==> config.mk <==
export PLATFORM = sky130hd
export DESIGN_NAME = pwm_compare_dt_flat
export DESIGN_NICKNAME = d
export VERILOG_FILES = /design/src/rtl/pwm_compare_dt_pkg.sv /design/src/rtl/pwm_compare_dt_if.sv /design/src/rtl/pwm_compare_dt_deadtime_gen.sv /design/src/rtl/pwm_compare_dt.sv /design/src/flat_wrapper.sv
export SDC_FILE = /design/constraint.sdc
export NUM_CORES = 1
export LEC_CHECK = 0
export CORE_MARGIN = 3
export CORE_UTILIZATION = 30
export DETAILED_ROUTE_END_ITERATION = 10
export GPL_ROUTABILITY_DRIVEN = 1
export GPL_TIMING_DRIVEN = 0
export SYNTH_ARGS = -nofsm -noshare
export SYNTH_HDL_FRONTEND = slang
export SYNTH_SLANG_ARGS = --single-unit
==> constraint.sdc <==
create_clock -name clk -period 3.3 [get_ports clk]
set_input_delay 0.66 -clock clk [delete_from_list [all_inputs] [get_ports clk]]
set_output_delay 0.66 -clock clk [all_outputs]
set_load 0.005 [all_outputs]
==> src/rtl/pwm_compare_dt_pkg.sv <==
// pwm_compare_dt_pkg: shared PWM widths and enums for the compare/deadtime stage
package pwm_compare_dt_pkg;
  localparam int PWMCOUNT_WIDTH = 16;
  typedef enum logic {PWM_OFF = 1'b0, PWM_ON = 1'b1} _pwm_onoff;
  typedef enum logic [1:0] {LOAD_ZERO, LOAD_PERIOD, LOAD_BOTH, LOAD_IMMEDIATE} _load_mode;
  typedef enum logic [2:0] {S_OFF, S_HIGH, S_LOW, S_DT_HL, S_DT_LH} _dt_state;
endpackage

==> src/rtl/pwm_compare_dt_if.sv <==
// pwm_compare_dt_if: carrier/compare/config inputs and gate outputs of one inverter leg
interface pwm_compare_dt_if #(parameter int DT_WIDTH = 10);
  import pwm_compare_dt_pkg::*;
  logic [PWMCOUNT_WIDTH-1:0] carrier;
  logic [PWMCOUNT_WIDTH-1:0] period;
  logic [PWMCOUNT_WIDTH-1:0] compare;
  _load_mode load_mode;
  _pwm_onoff pwm_onoff;
  logic [DT_WIDTH-1:0] deadtime;
  logic pwm_h;
  logic pwm_l;
  logic load_event;
  modport master (output carrier, period, compare, load_mode, pwm_onoff, deadtime,
                  input pwm_h, pwm_l, load_event);
  modport slave (input carrier, period, compare, load_mode, pwm_onoff, deadtime,
                 output pwm_h, pwm_l, load_event);
endinterface

==> src/rtl/pwm_compare_dt_deadtime_gen.sv <==
// deadtime_gen: turns the reference PWM into a complementary gate pair with dead interval
module deadtime_gen import pwm_compare_dt_pkg::*; #(
  parameter int DT_WIDTH = 10
) (
  input  logic                clk,
  input  logic                reset,
  input  logic                ref_i,
  input  _pwm_onoff           pwm_onoff_i,
  input  logic [DT_WIDTH-1:0] deadtime_i,
  output logic                pwm_h_o,
  output logic                pwm_l_o
);
  _dt_state state_q, state_d;
  logic [DT_WIDTH-1:0] cnt_q, cnt_d;
  logic h_q, h_d, l_q, l_d;
  logic dz, last;
  always_ff @(posedge clk) begin
    if (reset) begin
      state_q <= S_OFF;
      cnt_q   <= '0;
      h_q     <= 1'b0;
      l_q     <= 1'b0;
    end else begin
      state_q <= state_d;
      cnt_q   <= cnt_d;
      h_q     <= h_d;
      l_q     <= l_d;
    end
  end
  // a reference flip back during a dead interval returns to the previous side
  always_comb begin
    dz = deadtime_i == '0;
    last = cnt_q == DT_WIDTH'(1);
    state_d = state_q;
    case (state_q)
      S_OFF:   state_d = ref_i ? (dz ? S_HIGH : S_DT_LH) : (dz ? S_LOW : S_DT_HL);
      S_HIGH:  state_d = ref_i ? S_HIGH : (dz ? S_LOW : S_DT_HL);
      S_LOW:   state_d = ref_i ? (dz ? S_HIGH : S_DT_LH) : S_LOW;
      S_DT_HL: state_d = ref_i ? S_HIGH : (last ? S_LOW : S_DT_HL);
      S_DT_LH: state_d = !ref_i ? S_LOW : (last ? S_HIGH : S_DT_LH);
      default: state_d = S_OFF;
    endcase
    if (pwm_onoff_i == PWM_OFF) state_d = S_OFF;
  end
  always_comb begin
    h_d = state_d == S_HIGH;
    l_d = state_d == S_LOW;
    cnt_d = (state_d == S_DT_HL || state_d == S_DT_LH)
          ? ((state_d != state_q) ? deadtime_i : cnt_q - DT_WIDTH'(1))
          : cnt_q;
  end
  assign pwm_h_o = h_q;
  assign pwm_l_o = l_q;
endmodule

==> src/rtl/pwm_compare_dt.sv <==
// pwm_compare_dt: shadow-buffered carrier compare feeding a deadtime gate pair
module pwm_compare_dt import pwm_compare_dt_pkg::*; #(
  parameter int DT_WIDTH = 10
) (
  input logic              clk,
  input logic              reset,
  pwm_compare_dt_if.slave  pwm_if
);
  logic [PWMCOUNT_WIDTH-1:0] cmp_q, cmp_d;
  logic ref_q, ref_d, ld_q, ld_d;
  logic zero_ev, per_ev;
  always_ff @(posedge clk) begin
    if (reset) begin
      cmp_q <= '0;
      ref_q <= 1'b0;
      ld_q  <= 1'b0;
    end else begin
      cmp_q <= cmp_d;
      ref_q <= ref_d;
      ld_q  <= ld_d;
    end
  end
  // compare uses the pre-load shadow value so a load never affects its own cycle
  always_comb begin
    zero_ev = pwm_if.carrier == '0;
    per_ev = pwm_if.carrier == pwm_if.period;
    ld_d = pwm_if.load_mode == LOAD_IMMEDIATE ? 1'b1
         : pwm_if.load_mode == LOAD_ZERO ? zero_ev
         : pwm_if.load_mode == LOAD_PERIOD ? per_ev
         : (zero_ev | per_ev);
    cmp_d = ld_d ? pwm_if.compare : cmp_q;
    ref_d = pwm_if.carrier < cmp_q;
  end
  deadtime_gen #(.DT_WIDTH(DT_WIDTH)) u_dt (
    .clk         (clk),
    .reset       (reset),
    .ref_i       (ref_q),
    .pwm_onoff_i (pwm_if.pwm_onoff),
    .deadtime_i  (pwm_if.deadtime),
    .pwm_h_o     (pwm_if.pwm_h),
    .pwm_l_o     (pwm_if.pwm_l)
  );
  assign pwm_if.load_event = ld_q;
endmodule
==> src/flat_wrapper.sv <==
// flat-port wrapper written by rule: the top's interface ports become plain ports
module pwm_compare_dt_flat import pwm_compare_dt_pkg::*;
#(
  parameter int DT_WIDTH = 10
)
  (clk, reset, pwm_if_carrier, pwm_if_period, pwm_if_compare, pwm_if_load_mode, pwm_if_pwm_onoff, pwm_if_deadtime, pwm_if_pwm_h, pwm_if_pwm_l, pwm_if_load_event);
  pwm_compare_dt_if #(.DT_WIDTH(DT_WIDTH)) pwm_if_i ();
  input logic clk;
  input logic reset;
  input wire logic [$bits(pwm_if_i.carrier)-1:0] pwm_if_carrier;
  input wire logic [$bits(pwm_if_i.period)-1:0] pwm_if_period;
  input wire logic [$bits(pwm_if_i.compare)-1:0] pwm_if_compare;
  input wire logic [$bits(pwm_if_i.load_mode)-1:0] pwm_if_load_mode;
  input wire logic [$bits(pwm_if_i.pwm_onoff)-1:0] pwm_if_pwm_onoff;
  input wire logic [$bits(pwm_if_i.deadtime)-1:0] pwm_if_deadtime;
  output wire logic [$bits(pwm_if_i.pwm_h)-1:0] pwm_if_pwm_h;
  output wire logic [$bits(pwm_if_i.pwm_l)-1:0] pwm_if_pwm_l;
  output wire logic [$bits(pwm_if_i.load_event)-1:0] pwm_if_load_event;
  assign pwm_if_i.carrier = pwm_if_carrier;
  assign pwm_if_i.period = pwm_if_period;
  assign pwm_if_i.compare = pwm_if_compare;
  assign pwm_if_i.load_mode = pwm_if_load_mode;
  assign pwm_if_i.pwm_onoff = pwm_if_pwm_onoff;
  assign pwm_if_i.deadtime = pwm_if_deadtime;
  assign pwm_if_pwm_h = pwm_if_i.pwm_h;
  assign pwm_if_pwm_l = pwm_if_i.pwm_l;
  assign pwm_if_load_event = pwm_if_i.load_event;
  pwm_compare_dt #(.DT_WIDTH(DT_WIDTH)) u_core (.clk(clk), .reset(reset), .pwm_if(pwm_if_i));
endmodule
# Yosys cells after proc, flatten, opt, wreduce, memory -nomap -nowiden
# Cells that the tools add are included.
[classes]
add_sub_neg = 1
multipliers = 0
div_mod_pow = 0
magnitude_cmp = 1
eq_ne = 13
shift = 0
mux = 15
bitwise = 1
n_reduce_logical = 5
[op_table]
columns = ["cell", "n"]
rows = [
  ["$mux W3", 6],
  ["$eq A16 B16 Y1", 1],
  ["$logic_not A16 Y1", 1],
  ["$lt A16 B16 Y1", 1],
  ["$pmux W3 S5", 1],
  ["$eq A3 B2 Y1 const B", 4],
  ["$eq A10 B1 Y1 const B", 1],
  ["$logic_not A10 Y1", 1],
  ["$mux W10", 1],
  ["$sub A10 B1 Y10 const B", 1],
  ["$eq A3 B1 Y1 const B", 2],
  ["$eq A3 B3 Y1 const B", 2],
  ["$mux W1", 5],
  ["$mux W2", 2],
  ["$logic_not A3 Y1", 1],
  ["$ne A3 B3 Y1", 1],
  ["$eq A2 B1 Y1 const B", 1],
  ["$eq A2 B2 Y1 const B", 1],
  ["$logic_not A2 Y1", 1],
  ["$logic_or A1 B1 Y1", 1],
  ["$or A1 B1 Y1", 1],
]
[totals]
register_bits = 33
latchBits = 0
mem_bits_rw = 0
rom_bits = 0
input_bits = 63
out_inout_bits = 3
wordCells = 43
n_memories = 0

# Logic depth before layout (Yosys ltp)
[logic_depth]
depth_word = 7
depth_mapped = 13
mapped_depth_nobuf = 11

# By module
# Synthesis repeated with hierarchy kept, for this count alone.
[unflattened]
hier_cells = 277
area_unflattened_um2 = 2336.0
[modules_own_cells]
columns = ["mod", "n_inst", "cells_each", "area_per_inst_um2", "seq_area_each_um2"]
rows = [
  ["pwm_compare_dt", 1, 136, 1228.7, 360.3],
  ["deadtime_gen", 1, 141, 1107.3, 300.3],
]

# Worst setup path after synthesis
# Ideal clock, no wire load.
[synth_timing]
kind = "input to register"
start = "input pwm_if_deadtime[0]"
end = "register u_core.u_dt.cnt_q[2]"
setup_ns = 0.128
arrival_time_ns = 2.859
t_required_ns = 3.172
path_slack_ns = 0.313
stages = 12
path_buffers = 1
cell_sequence = "nor4_1 and4_1 ha_1 mux2_4 mux2i_1 nor2_1 nor4_2 nor4_2 buf_6 mux2_4 a22oi_1 nor2_1"
[synth_between]
elab_chain_cells = 7
elab_cells_between_ends = 13
classes_between = "eq/ne (3); mux (8); reduce/logical (2)"
[synth_rtl]
columns = ["item", "line_no", "text"]
rows = [
  ["start, declared", "flat_wrapper.sv:15", "input wire logic [$bits(pwm_if_i.deadtime)-1:0] pwm_if_deadtime;"],
  ["$logic_not A10 Y1 (*)", "pwm_compare_dt_deadtime_gen.sv:32", "dz = deadtime_i == '0;"],
  ["$mux W3 / $mux W1 (equally long branches)", "pwm_compare_dt_deadtime_gen.sv:36, pwm_compare_dt_deadtime_gen.sv:38, pwm_compare_dt_deadtime_gen.sv:37", ""],
  ["$mux W3 (tied with other cells)", "pwm_compare_dt_deadtime_gen.sv:38", "S_LOW: state_d = ref_i ? (dz ? S_HIGH : S_DT_LH) : S_LOW;"],
  ["$pmux W3 S5 (*)", "pwm_compare_dt_deadtime_gen.sv:35", "case (state_q)"],
  ["$mux W3 (*)", "pwm_compare_dt_deadtime_gen.sv:43", "if (pwm_onoff_i == PWM_OFF) state_d = S_OFF;"],
  ["$ne A3 B3 Y1 (tied with other cells)", "pwm_compare_dt_deadtime_gen.sv:49", "? ((state_d != state_q) ? deadtime_i : cnt_q - DT_WIDTH'(1))"],
  ["$mux W10 / $logic_or A1 B1 Y1 (equally long branches)", "pwm_compare_dt_deadtime_gen.sv:49, pwm_compare_dt_deadtime_gen.sv:48", ""],
  ["end signal, assigned", "pwm_compare_dt_deadtime_gen.sv:25", "cnt_q <= cnt_d;"],
  ["end, declared", "pwm_compare_dt_deadtime_gen.sv:14", "logic [DT_WIDTH-1:0] cnt_q, cnt_d;"],
]
# Every way passes the cells marked *; elsewhere a longest branch is shown, timed or not.
# A chain may end at the register's enable or synchronous reset.

# Final worst setup path
[layout_timing]
start = "input pwm_if_deadtime[1]"
end = "register u_core.u_dt.cnt_q[3]"
# Same word-level chain as after synthesis.

==> impl_metrics.toml <==
[synth]
synth_ff_type = "dfxtp_1"
synth_cell_type_count = 48
ys_seq_area_share_pct = 28.1
ys.warnings.count = 0
synth_area_per_cell_sq_um = 8.52
syn_area_sq_um = 2350
synth_edf_count = 0
synthesis.nets = 359
ys_ff_latch = 33
postSynthCellCount = 276
synthArstFlopShare_pct = 0

[routing]
initialDrtViolationCount = 78
drc_errors = 0
routed_wirelength_mm = 6.04
ant_nets = 0
via_per_inst = 4.90
vias = 2215
wl_per_cell_um = 13.4
drt-pass1-iter-count = 4

[min_path]
min_to = "u_core.cmp_q[7]"
min_path_type = "register to register"
hold_start = "u_core.cmp_q[7]"
whs_path_depth = 2

[sta]
timing.final.crit_share_pct = 97.7
finalHoldViolCount = 0
timing.final.ws_setup_ns = 0.0755
slew_headroom_pct = 64.0
clock-skew-final_ns = 0.00303
timing.fmax_mhz = 310
worst_pin_slew_ns = 0.540
final.min_clock_period_ns = 3.22
setup_viol = 0
drv_slew = 0
rsz0062_at_grt = "true"

[worst_setup_path]
worstReg2RegStart = "u_core.ref_q"
crit_buf_inv = 2
required_ns = 3.45
cp_max_fo = 5
crit_arrival_ns = 3.37
critPathTopFamily = "simple AND/OR/NAND/NOR gates"
r2r_setup_slack_ns = 0.43
max_stage_delay_ns = 0.31
r2r-end = "u_core.u_dt.cnt_q[3]"
r2r_cells = 12
startpoint_type = "input pin"
critical_path_class = "input pin to register"
worst_setup_path_end_kind = "register"
critical_path.cell_chain = "dlygate4sd2_1 -> nor4_2 -> and4_4 -> ha_1 -> mux2_4 -> mux2i_4 -> nor2_4 -> nor4_4 -> nor4_4 -> buf_6 -> mux2_4 -> a22oi_2 -> nor2_1"
cpMaxStageDelayCell = "nor4_2"

[final_layout]
fillers = 768
final_nets = 436
drive_gt1_share_pct = 12.5
diodes = 0
syn_to_final_growth_pct = 42.7

[clock_network]
clk_latency_ns = 0.28
cts-root-buf = "clkbuf_8"
cts_buffers = 5
clock_path_buffers = 2
cts_tree = "yes"
htreeDepth = 2
hold_buffers = 0
clk_transition_reported_paths_ns = 0.07
cts.sinks = 33

[power_and_ir_drop]
power.density_nw_per_um2 = 375
power_mw = 1.26
p_leak_nw = 1.38
irDropWorstVdd_uv = 174

[run]
maxCapViolCount = 0

[floorplanning]
initial_utilization_pct = 31.6
rows = 31
dieHeight_um = 94.6
io_pins = 66
die_area_sq_um = 8940
core_sq_um = 7450
die_w_um = 94.6

[placement]
gp_congestion = 0.837
post-dp-hpwl_mm = 4.65
pre_cts_ws_ns = -0.611
port_buffers = 65

[global_route]
gr-usage-all-layers_pct = 14.3
antenna_found_initial = 0
grt_pass1_vias = 2329
overflow = 0
grt_pass1_wl_mm = 10.3
grt_use_met3_pct = 4.22
use_met2_pct = 25.1
gr-max-usage-layer = "met2"
grt_max_degree = 11
grtUsageMet1_pct = 17.1

[outcome]
status = "finished clean"
-- cell usage in the layout (no fill, tap or decap), types with 2 or more instances in the layout --
cell,n
a21o_1,7
a21oi_1,7
a22oi_1,2
a22oi_2,4
a31oi_1,2
a41oi_1,2
buf_2,5
buf_4,5
buf_6,5
clkbuf_1,5
clkbuf_8,6
clkdlybuf4s50_1,61
dfxtp_1,33
dlygate4sd2_1,2
dlymetal6s2s_1,2
ha_1,20
inv_1,24
mux2_4,5
mux2i_1,19
nand2_1,8
nand2b_1,2
nand4_1,7
nor2_1,39
nor2b_1,3
nor3_1,7
nor3b_1,2
nor4_1,8
nor4_4,3
o21ai_0,5
o21ai_1,8
or3_1,2
xnor2_1,16
-- where the power goes --
group | internal, mW | switching (mW) | leakage [nW] | total [mW]
clock network | 0.166 | 0.145 | 0.0443 | 0.310
logic | 0.259 | 0.230 | 1.06 | 0.489
registers | 0.430 | 0.0292 | 0.270 | 0.459
-- worst max path at each step --
stage	start	to	slack, ns	cells past startpoint
floorplan	pwm_if_deadtime[0]	u_core.u_dt.cnt_q[2]	0.31	12
finish	pwm_if_deadtime[1]	u_core.u_dt.cnt_q[3]	0.08	13
detailed placement	pwm_if_deadtime[0]	u_core.u_dt.cnt_q[2]	-0.61	13
global route	pwm_if_deadtime[1]	u_core.u_dt.cnt_q[7]	-0.02	15
CTS	pwm_if_deadtime[2]	u_core.u_dt.cnt_q[9]	0.02	12
global placement	pwm_if_deadtime[0]	u_core.u_dt.cnt_q[2]	-0.68	13
-- per-layer routing --
layer  routed length (um)  up-vias
met1                 2660     1011
met3                  415        6
met5                    0        -
li1                     -     1135
met2                 2900       63
met4                   63        0
-- worst register-to-register path, stage by stage, from the launching register on --
cell and delay, ns:
dfxtp_1 0.39, clkbuf_1 0.35, inv_1 0.09, ha_1 0.30, mux2_4 0.29, mux2i_4 0.19
nor2_4 0.07, nor4_4 0.30, nor4_4 0.08, buf_6 0.17, mux2_4 0.30, a22oi_2 0.17
nor2_1 0.05
-- per-stage QoR --
step           area, sq um  utilization, %  hold WS, ns  cells  setup TNS, ns
2_1_floorplan         2350               -        0.463    276              0
3_3_place_gp          3130            42.0        0.477    440          -6.23
3_5_place_dp          3130            42.0        0.488    440          -5.52
4_1_cts               3300            44.4        0.506    449              0
5_1_grt               3360            45.1        0.535    452        -0.0317
6_report              3360            45.1        0.495    452              0
-- area by class of cell --
cell class	count	area (sq um)	share of cell area [%]
Tap cell	99	124	3.69
Timing Repair Buffer	70	691	20.6
Clock buffer	7	86.3	2.57
Sequential cell	33	661	19.7
Inverter	24	90.1	2.68
Multi-Input combinational cell	205	1610	47.9
Buffer	14	96.3	2.87
-- sequential cells by signal, summed over array words and instances, names as in the netlist --
name                      flops
u_core.u_dt.state_q           3
u_core.u_dt.pwm_h_o           1
u_core.cmp_q                 16
u_core.ref_q                  1
u_core.u_dt.cnt_q            10
u_core.u_dt.pwm_l_o           1
u_core.pwm_if.load_event      1
-- timing repair --
item | CTS | global route
gates cloned | 1 | 0
hold endpoints to repair | 0 | 0
buffers inserted | 1 | 3
endpoints found under the setup margin | 10 | 10
pin swaps | 5 | 5
gates resized for setup | 18 | 9
-- kinds of logic after synthesis --
kind of cell	after synthesis	share of synthesized area [%]
XOR/XNOR	16	5.96
buffers and inverters	38	7.77
flip-flops	33	28.1
multiplexers	26	12.2
AND/OR/NAND/NOR	94	21.3
AO/OA/AOI/OAI	49	14.0
adder cells (fa/ha/maj)	20	10.6
-- cell usage after synthesis, types with 5 or more instances --
cell type / instances / area share, %
nor2_1: 40 / 6.4
dfxtp_1: 33 / 28
inv_1: 24 / 3.8
ha_1: 20 / 11
mux2i_1: 20 / 8.5
xnor2_1: 16 / 6.0
nor4_1: 9 / 2.4
a21oi_1: 8 / 1.7
nand2_1: 8 / 1.3
nor3_1: 8 / 1.7
a21o_1: 7 / 2.2
nand4_1: 7 / 1.9
o21ai_0: 7 / 1.5
a22oi_1: 6 / 1.9
o21ai_1: 6 / 1.3
buf_2: 5 / 1.1
mux2_4: 5 / 3.2
No activity file was read; power rests on OpenSTA's default activity.
